[config.mk]
export PLATFORM = sky130hd
export DESIGN_NAME = regwr_arbiter
export DESIGN_NICKNAME = d
export VERILOG_FILES = /design/src/rtl/regwr_arbiter_pkg.sv /design/src/rtl/regwr_arbiter_slot.sv /design/src/rtl/regwr_arbiter.sv
export SDC_FILE = /design/constraint.sdc
export NUM_CORES = 1
export LEC_CHECK = 0
export ABC_AREA = 1
export ABC_CLOCK_PERIOD_IN_PS = 3100
export CORE_ASPECT_RATIO = 2
export CORE_MARGIN = 2
export CORE_UTILIZATION = 50
export CTS_BUF_LIST = sky130_fd_sc_hd__clkbuf_4
export DETAILED_ROUTE_END_ITERATION = 8
export GPL_ROUTABILITY_DRIVEN = 1
export PLACE_DENSITY = 0.83
export SETUP_SLACK_MARGIN = 0.05
export SYNTH_ARGS = -nofsm -noshare
export SYNTH_HDL_FRONTEND = slang
export SYNTH_SLANG_ARGS = --single-unit
[constraint.sdc]
create_clock -name CLK -period 3.1 [get_ports CLK]
set_input_delay 0.31 -clock CLK [delete_from_list [all_inputs] [get_ports CLK]]
set_output_delay 0.31 -clock CLK [all_outputs]
set_load 0.01 [all_outputs]
[src/rtl/regwr_arbiter_pkg.sv]
// regwr_pkg: shared constants and encodings for the register-file write-port
// arbiter (regwr_arbiter) and its holding slots (regwr_slot).
package regwr_pkg;

   localparam int DATA_W = 8;            // width of one register
   localparam int ADDR_W = 3;            // register address width
   localparam int NREG   = 1 << ADDR_W;  // number of registers

   // Writeback source; the round-robin pointer stores the last granted one.
   typedef enum logic {
      SRC_ALU = 1'b0,
      SRC_MEM = 1'b1
   } src_e;

   // Output stage: ISSUE means RF_WRITE is high this cycle.
   typedef enum logic {
      IDLE  = 1'b0,
      ISSUE = 1'b1
   } ostate_e;

endpackage

[src/rtl/regwr_arbiter_slot.sv]
// regwr_slot: one-entry holding buffer for a writeback source.
//   CLK, RESET   clock, synchronous active-high reset
//   i_load       capture i_addr/i_data (caller has seen valid && ready)
//   i_clear      entry is granted this cycle and leaves at the next edge
//   i_addr/data  incoming destination register and value
//   o_ready      slot can take an entry this cycle
//   o_full       slot holds an entry
//   o_addr/data  held entry
module regwr_slot
   import regwr_pkg::*;
(
   input  logic              CLK,
   input  logic              RESET,
   input  logic              i_load,
   input  logic              i_clear,
   input  logic [ADDR_W-1:0] i_addr,
   input  logic [DATA_W-1:0] i_data,
   output logic              o_ready,
   output logic              o_full,
   output logic [ADDR_W-1:0] o_addr,
   output logic [DATA_W-1:0] o_data
);

   logic              r_full;
   logic [ADDR_W-1:0] r_addr;
   logic [DATA_W-1:0] r_data;

   // A slot being drained this cycle can refill on the same edge.
   assign o_ready = !RESET && (!r_full || i_clear);

   always_ff @(posedge CLK) begin
      if (RESET) begin
         r_full <= 1'b0;
         r_addr <= '0;
         r_data <= '0;
      end else if (i_load) begin
         r_full <= 1'b1;
         r_addr <= i_addr;
         r_data <= i_data;
      end else if (i_clear) begin
         r_full <= 1'b0;
      end
   end

   assign o_full = r_full;
   assign o_addr = r_addr;
   assign o_data = r_data;

endmodule

[src/rtl/regwr_arbiter.sv]
// regwr_arbiter: shares the register file's single write port between the
// ALU writeback path and the load writeback path.
//   CLK, RESET                   clock, synchronous active-high reset
//   i_alu_valid/addr/data        ALU writeback request, o_alu_ready handshake
//   i_mem_valid/addr/data        load writeback request, o_mem_ready handshake
//   o_rf_write/inaddress/in      registered write port to the register file
//   o_pending[a]                 write to register a accepted, not yet committed
//   o_busy                       any slot full or a write in flight
module regwr_arbiter
   import regwr_pkg::*;
(
   input  logic              CLK,
   input  logic              RESET,
   input  logic              i_alu_valid,
   input  logic [ADDR_W-1:0] i_alu_addr,
   input  logic [DATA_W-1:0] i_alu_data,
   output logic              o_alu_ready,
   input  logic              i_mem_valid,
   input  logic [ADDR_W-1:0] i_mem_addr,
   input  logic [DATA_W-1:0] i_mem_data,
   output logic              o_mem_ready,
   output logic              o_rf_write,
   output logic [ADDR_W-1:0] o_rf_inaddress,
   output logic [DATA_W-1:0] o_rf_in,
   output logic [NREG-1:0]   o_pending,
   output logic              o_busy
);

   logic              w_alu_ready, w_alu_load, w_alu_full, w_alu_gnt;
   logic [ADDR_W-1:0] w_alu_addr;
   logic [DATA_W-1:0] w_alu_data;
   logic              w_mem_ready, w_mem_load, w_mem_full, w_mem_gnt;
   logic [ADDR_W-1:0] w_mem_addr;
   logic [DATA_W-1:0] w_mem_data;

   logic              w_gnt_vld;
   src_e              w_gnt_src;
   src_e              r_ptr;
   logic              r_alu_first;
   ostate_e           r_state, w_state_nxt;
   logic [ADDR_W-1:0] r_rf_addr;
   logic [DATA_W-1:0] r_rf_data;

   assign w_alu_load = i_alu_valid && w_alu_ready;
   assign w_mem_load = i_mem_valid && w_mem_ready;

   regwr_slot u_alu_slot (
      .CLK     (CLK),
      .RESET   (RESET),
      .i_load  (w_alu_load),
      .i_clear (w_alu_gnt),
      .i_addr  (i_alu_addr),
      .i_data  (i_alu_data),
      .o_ready (w_alu_ready),
      .o_full  (w_alu_full),
      .o_addr  (w_alu_addr),
      .o_data  (w_alu_data)
   );

   regwr_slot u_mem_slot (
      .CLK     (CLK),
      .RESET   (RESET),
      .i_load  (w_mem_load),
      .i_clear (w_mem_gnt),
      .i_addr  (i_mem_addr),
      .i_data  (i_mem_data),
      .o_ready (w_mem_ready),
      .o_full  (w_mem_full),
      .o_addr  (w_mem_addr),
      .o_data  (w_mem_data)
   );

   // Grant depends only on slot state and pointer, so READY never sees VALID.
   // r_alu_first overrides the pointer when both sources landed the same
   // address on the same edge: ALU commits first, load data is final.
   always_comb begin
      w_gnt_vld = w_alu_full || w_mem_full;
      w_gnt_src = SRC_ALU;
      if (w_alu_full && w_mem_full)
         w_gnt_src = (r_alu_first || r_ptr == SRC_MEM) ? SRC_ALU : SRC_MEM;
      else if (w_mem_full)
         w_gnt_src = SRC_MEM;
   end

   assign w_alu_gnt = w_gnt_vld && (w_gnt_src == SRC_ALU);
   assign w_mem_gnt = w_gnt_vld && (w_gnt_src == SRC_MEM);

   always_ff @(posedge CLK) begin
      if (RESET) begin
         r_ptr       <= SRC_MEM;
         r_alu_first <= 1'b0;
      end else begin
         if (w_gnt_vld)
            r_ptr <= w_gnt_src;
         if (w_alu_load && w_mem_load && (i_alu_addr == i_mem_addr))
            r_alu_first <= 1'b1;
         else if (w_alu_gnt)
            r_alu_first <= 1'b0;
      end
   end

   // Output stage FSM.
   always_ff @(posedge CLK) begin
      if (RESET) r_state <= IDLE;
      else       r_state <= w_state_nxt;
   end

   always_comb begin
      w_state_nxt = r_state;
      case (r_state)
         IDLE:    if (w_gnt_vld)  w_state_nxt = ISSUE;
         ISSUE:   if (!w_gnt_vld) w_state_nxt = IDLE;
         default: w_state_nxt = IDLE;
      endcase
   end

   // Address/data hold their last value between writes.
   always_ff @(posedge CLK) begin
      if (RESET) begin
         r_rf_addr <= '0;
         r_rf_data <= '0;
      end else if (w_gnt_vld) begin
         r_rf_addr <= (w_gnt_src == SRC_ALU) ? w_alu_addr : w_mem_addr;
         r_rf_data <= (w_gnt_src == SRC_ALU) ? w_alu_data : w_mem_data;
      end
   end

   assign o_rf_write     = (r_state == ISSUE);
   assign o_rf_inaddress = r_rf_addr;
   assign o_rf_in        = r_rf_data;
   assign o_alu_ready    = w_alu_ready;
   assign o_mem_ready    = w_mem_ready;

   always_comb begin
      o_pending = '0;
      for (int a = 0; a < NREG; a++)
         o_pending[a] = (w_alu_full && w_alu_addr == ADDR_W'(a)) ||
                        (w_mem_full && w_mem_addr == ADDR_W'(a)) ||
                        (o_rf_write && r_rf_addr == ADDR_W'(a));
   end

   assign o_busy = w_alu_full || w_mem_full || o_rf_write;

endmodule

### After elaboration in Yosys (flattened, before gate mapping)

Cells that the tools add are included.

* equality and inequality tests: 22
* multiplexer cells: 11
* bitwise operators: 1
* reductions and logical operators: 63

Operators by type and width (number)
* $eq A3 B3 Y1 const B: 12
* $logic_and A1 B1 Y1: 33
* $logic_or A1 B1 Y1: 21
* $eq A3 B2 Y1 const B: 6
* $eq A3 B1 Y1 const B: 3
* $logic_not A3 Y1: 3
* $mux W1: 9
* $mux W8: 1
* $reduce_bool A2 Y1: 3
* $eq A3 B3 Y1: 1
* $logic_not A1 Y1: 3
* $mux W3: 1
* $not A1 Y1: 1

* register bits: 38
* input bits: 26
* output and inout bits: 23
* word-level logic and storage cells: 108

### Depth between registers and ports, before layout

* depth after elaboration: 11
* mapped depth: 8

### By module

A second synthesis with hierarchy kept.

* cells, all modules: 282
* area, all modules: 1831.8 µm²

Modules (own cells, without submodules)
* regwr_arbiter: times used 1, cells an instance 174, area each 978.4 µm², seq. area each 280.3 µm²
* regwr_slot: times used 2, cells an instance 54, area each 426.7 µm², seq. area each 240.2 µm²

### Worst setup path after synthesis

OpenSTA, ideal clock, no wires.

* kind: register to output
* from: register u_mem_slot.r_full, in the netlist u_mem_slot.o_full
* to: output o_pending[3]
* arrival: 990 ps
* data required time: 2790 ps
* slack: 1800 ps
* cell stages (with the launch flop): 3
* path buffers: 0
* path through: dfxtp_1 inv_1 o311ai_0

* word-level cells in the longest chain between the ends: 3

RTL lines
* from (decl): line regwr_arbiter_slot.sv:24 `logic r_full;`
* from (signal assigned): line regwr_arbiter_slot.sv:33 `r_full <= 1'b0;`
* from (signal assigned): line regwr_arbiter_slot.sv:37 `r_full <= 1'b1;`
* from (signal assigned): line regwr_arbiter_slot.sv:41 `r_full <= 1'b0;`
* $logic_and A1 B1 Y1: line regwr_arbiter.sv:138 `(w_mem_full && w_mem_addr == ADDR_W'(a)) ||`
* $logic_or A1 B1 Y1: line regwr_arbiter.sv:137 `o_pending[a] = (w_alu_full && w_alu_addr == ADDR_W'(a)) ||`
* $logic_or A1 B1 Y1: line regwr_arbiter.sv:138
* to (decl): line regwr_arbiter.sv:25 `output logic [NREG-1:0] o_pending,`

No other way between the ends.

### Final worst setup path

* from: register u_mem_slot.r_full, in the netlist u_mem_slot.o_full
* to: output o_mem_ready

* word-level cells in the longest chain between the ends: 5

RTL lines
* $mux W1 / $logic_and A1 B1 Y1 (equally long branches): line regwr_arbiter.sv:81, regwr_arbiter.sv:79
* $mux W1: line regwr_arbiter.sv:79 `if (w_alu_full && w_mem_full)`
* $logic_and A1 B1 Y1: line regwr_arbiter.sv:86 `assign w_mem_gnt = w_gnt_vld && (w_gnt_src == SRC_MEM);`
* $logic_or A1 B1 Y1 *: line regwr_arbiter_slot.sv:29 `assign o_ready = !RESET && (!r_full || i_clear);`
* $logic_and A1 B1 Y1 *: line regwr_arbiter_slot.sv:29
* to (decl): line regwr_arbiter.sv:21 `output logic o_mem_ready,`

Mark *: on every way between the ends. The rest lies on a longest branch, timed or not.

==> impl_metrics.csv <==
group,metric,value,unit
power_and_ir_drop,p_per_area,458,nW/um2
worst_setup_path,max_stage_delay,550,ps
hold_path,hold_path_class,"flip-flop to flip-flop",
cells_and_area,drive_gt1_share,6.14,%
worst_setup_path,crit_buf_inv,3,
floorplan,io_pins,49,
placed_design,routabilityCongestion,0.884,
timing,drv_slew,0,
timing,tns,0,ps
timing,final_hold_viol_count,0,
power_and_ir_drop,finalPower,1.05,mW
power_and_ir_drop,p_leak,0.972,nW
routing,wl_per_cell,12.8,um
global_route,grt_pass1_vias,1669,
worst_setup_path,arrival,1840,ps
floorplan,rows,30,
worst_setup_path,worst-path-max-fanout,10,
global_route,antenna_found_initial,0,
timing,fin_crit_sh,69.4,%
global_route,grt_max_degree,24,
floorplan,core,3340,um2
worst_setup_path,start_kind,"flip-flop",
worst_setup_path,critPathTopFamily,"buffers and inverters",
routing,drt-initial-drc-count,49,
clocking,htree_num_levels,2,
clocking,cts_sinks,38,
cells_and_area,diodes,0,
clocking,clk_latency,350,ps
placed_design,io_buffer_count,48,
floorplan,die_x,45.5,um
power_and_ir_drop,peakVddDrop,0.625,mV
clocking,postCtsSetupBuffers,0,
cells_and_area,layout.nets,318,
global_route,grt_first_pass_wirelength,7020,um
worst_setup_path,cp-end-kind,"output port",
worst_setup_path,required,2790,ps
worst_setup_path,crit_type,"flip-flop to output port",
outcome,status,"finished clean",
timing,final-setup-viol-count,0,
global_route,gr-total-overflow,0,
clocking,cts_tree,"yes",
synthesis,yosysSeqAreaShare,44.1,%
clocking,cts_buffers,5,
synthesis,synthCells,244,
routing,dr.pass1.iters,4,
global_route,grt_use_total,24.1,%
clocking,cts_hold_buf,0,
worst_setup_path,cp_slowest_cell,"clkdlybuf4s50_1",
synthesis,synth_cell_types,22,
routing,route.detailed.drc,0,
routing,drt-total-wl,4170,um
worst_setup_path,path_cells,"nand2_1, clkinv_2, a21oi_2, buf_4, clkdlybuf4s50_1",
timing,clock_skew,14.6,ps
floorplan,start_util,51.6,%
synthesis,yosys_warnings,0,
run,drv_cap,0,
cells_and_area,area_growth,32.3,%
timing,rsz0062_at_grt,"false",
synthesis,avgSynthCellArea,7.07,um2
timing,max_freq,465,MHz
clocking,cts_resized,0,
routing,final_antenna_net_count,0,
routing,vias,1746,
timing,min_period,2150,ps
synthesis,ys_ff_latch,38,
clocking,root_buffer,"clkbuf_4",
clocking,clkSlewWorstSetupHoldPaths,110,ps
synthesis,netlist_area,1730,um2
routing,viasPerCell,5.37,
placed_design,hpwlAfterDp,3210,um
clocking,clockBufferDepth,2,
timing,tightest_slew,682,ps
cells_and_area,fillers,321,
floorplan,dieArea,3960,um2
timing,relSlewSlack,54.4,%
synthesis,syn_nets,270,
floorplan,die_h,87.1,um
## state kept, by name, summed over array words and instances, names as in the netlist
register           flops
u_alu_slot.o_addr      3
u_alu_slot.o_full      1
u_mem_slot.o_data      8
r_alu_first            1
u_mem_slot.o_addr      3
u_alu_slot.o_data      8
o_rf_inaddress         3
r_ptr                  1
o_rf_write             1
u_mem_slot.o_full      1
o_rf_in                8
## cell families after synthesis
logic type                Yosys count  synth area share (%)
AOI/OAI and AO/OA                  55                  16.8
buffers and inverters              36                  9.72
xor gates and xnor gates            3                  1.52
DFF                                38                  44.1
and+or+nand+nor                   112                  27.9
## power by group
group,switching (mW),internal [mW]
sequential,0.0191,0.518
clock,0.171,0.169
combinational,0.0878,0.0819
total,0.278,0.769
## per-layer routing
layer | vias up | routed length (um) | GRT usage, %
li1 | 888 | - | -
met1 | 791 | 1490 | 22.4
met2 | 52 | 2350 | 43.9
met3 | 15 | 149 | 5.60
met4 | 0 | 176 | 14.4
met5 | - | 0 | 0
## final cells by class
type                            instances  area [um2]  share of cell area [%]
Clock inverter                          3        45.0                    1.97
Clock buffer                            5        37.5                    1.64
Inverter                               26        98.8                    4.33
Tap cell                               32        40.0                    1.75
Multi-Input combinational cell        170         797                    34.9
Sequential cell                        38         761                    33.3
Timing Repair Buffer                   51         503                    22.0
## metrics by stage
step	hold WS [ps]	cell area, um2	utilization (%)	setup WS (ps)	instances
floorplan	430	1730	-	1800	244
global placement	440	2200	65.8	1040	317
detailed placement	446	2200	65.8	1030	317
CTS	463	2280	68.3	953	325
global route	486	2280	68.3	810	325
finish	461	2280	68.3	949	325
## path summary, 6_finish.rpt
| path | startpoint | end | slack (ps) | depth (start not counted) |
|---|---|---|---|---|
| max | u_mem_slot.o_full | o_mem_ready | 950 | 5 |
| min | u_alu_slot.o_data[7] | u_alu_slot.o_data[7] | 460 | 2 |
| min reg2reg | u_alu_slot.o_data[7] | u_alu_slot.o_data[7] | 460 | 2 |
| max reg2reg | u_mem_slot.o_full | u_alu_slot.o_addr[0] | 1530 | 6 |
## synthesized netlist by cell type, drive strengths merged
master / number / area (um2)
inv: 25 / 93.8
buf: 8 / 61.3
clkbuf: 2 / 7.51
a21oi: 18 / 93.8
o311ai: 1 / 8.76
nor2: 18 / 67.6
o21ai: 34 / 170
clkinv: 1 / 5.00
dfxtp: 38 / 761
xnor2: 2 / 17.5
xor2: 1 / 8.76
o221ai: 1 / 8.76
nand2: 63 / 249
nand3: 31 / 165
o211ai: 1 / 7.51
## worst min-delay path, delay by kind of cell, from the launching register on
kind / cells / cell delay (ps)
flip-flops: 1 / 310
buffers and inverters: 1 / 60
AO/OA/AOI/OAI: 1 / 50
## cell usage in the layout, fill, tap and decap left out
master / count
nand2_2: 2
clkinvlp_4: 2
o21ai_0: 12
a21oi_1: 17
xnor2_1: 2
nor2_1: 18
o21ai_1: 22
inv_1: 25
clkdlybuf4s50_1: 48
nand3_1: 29
xor2_1: 1
nand3_2: 2
nand2_1: 60
dfxtp_1: 38
o221ai_1: 1
o211ai_1: 1
clkinv_2: 1
bufinv_16: 1
buf_4: 3
clkbuf_4: 5
nand2_4: 1
a21oi_2: 1
o311ai_0: 1
Note: power is estimated with default switching activity, not from simulation.
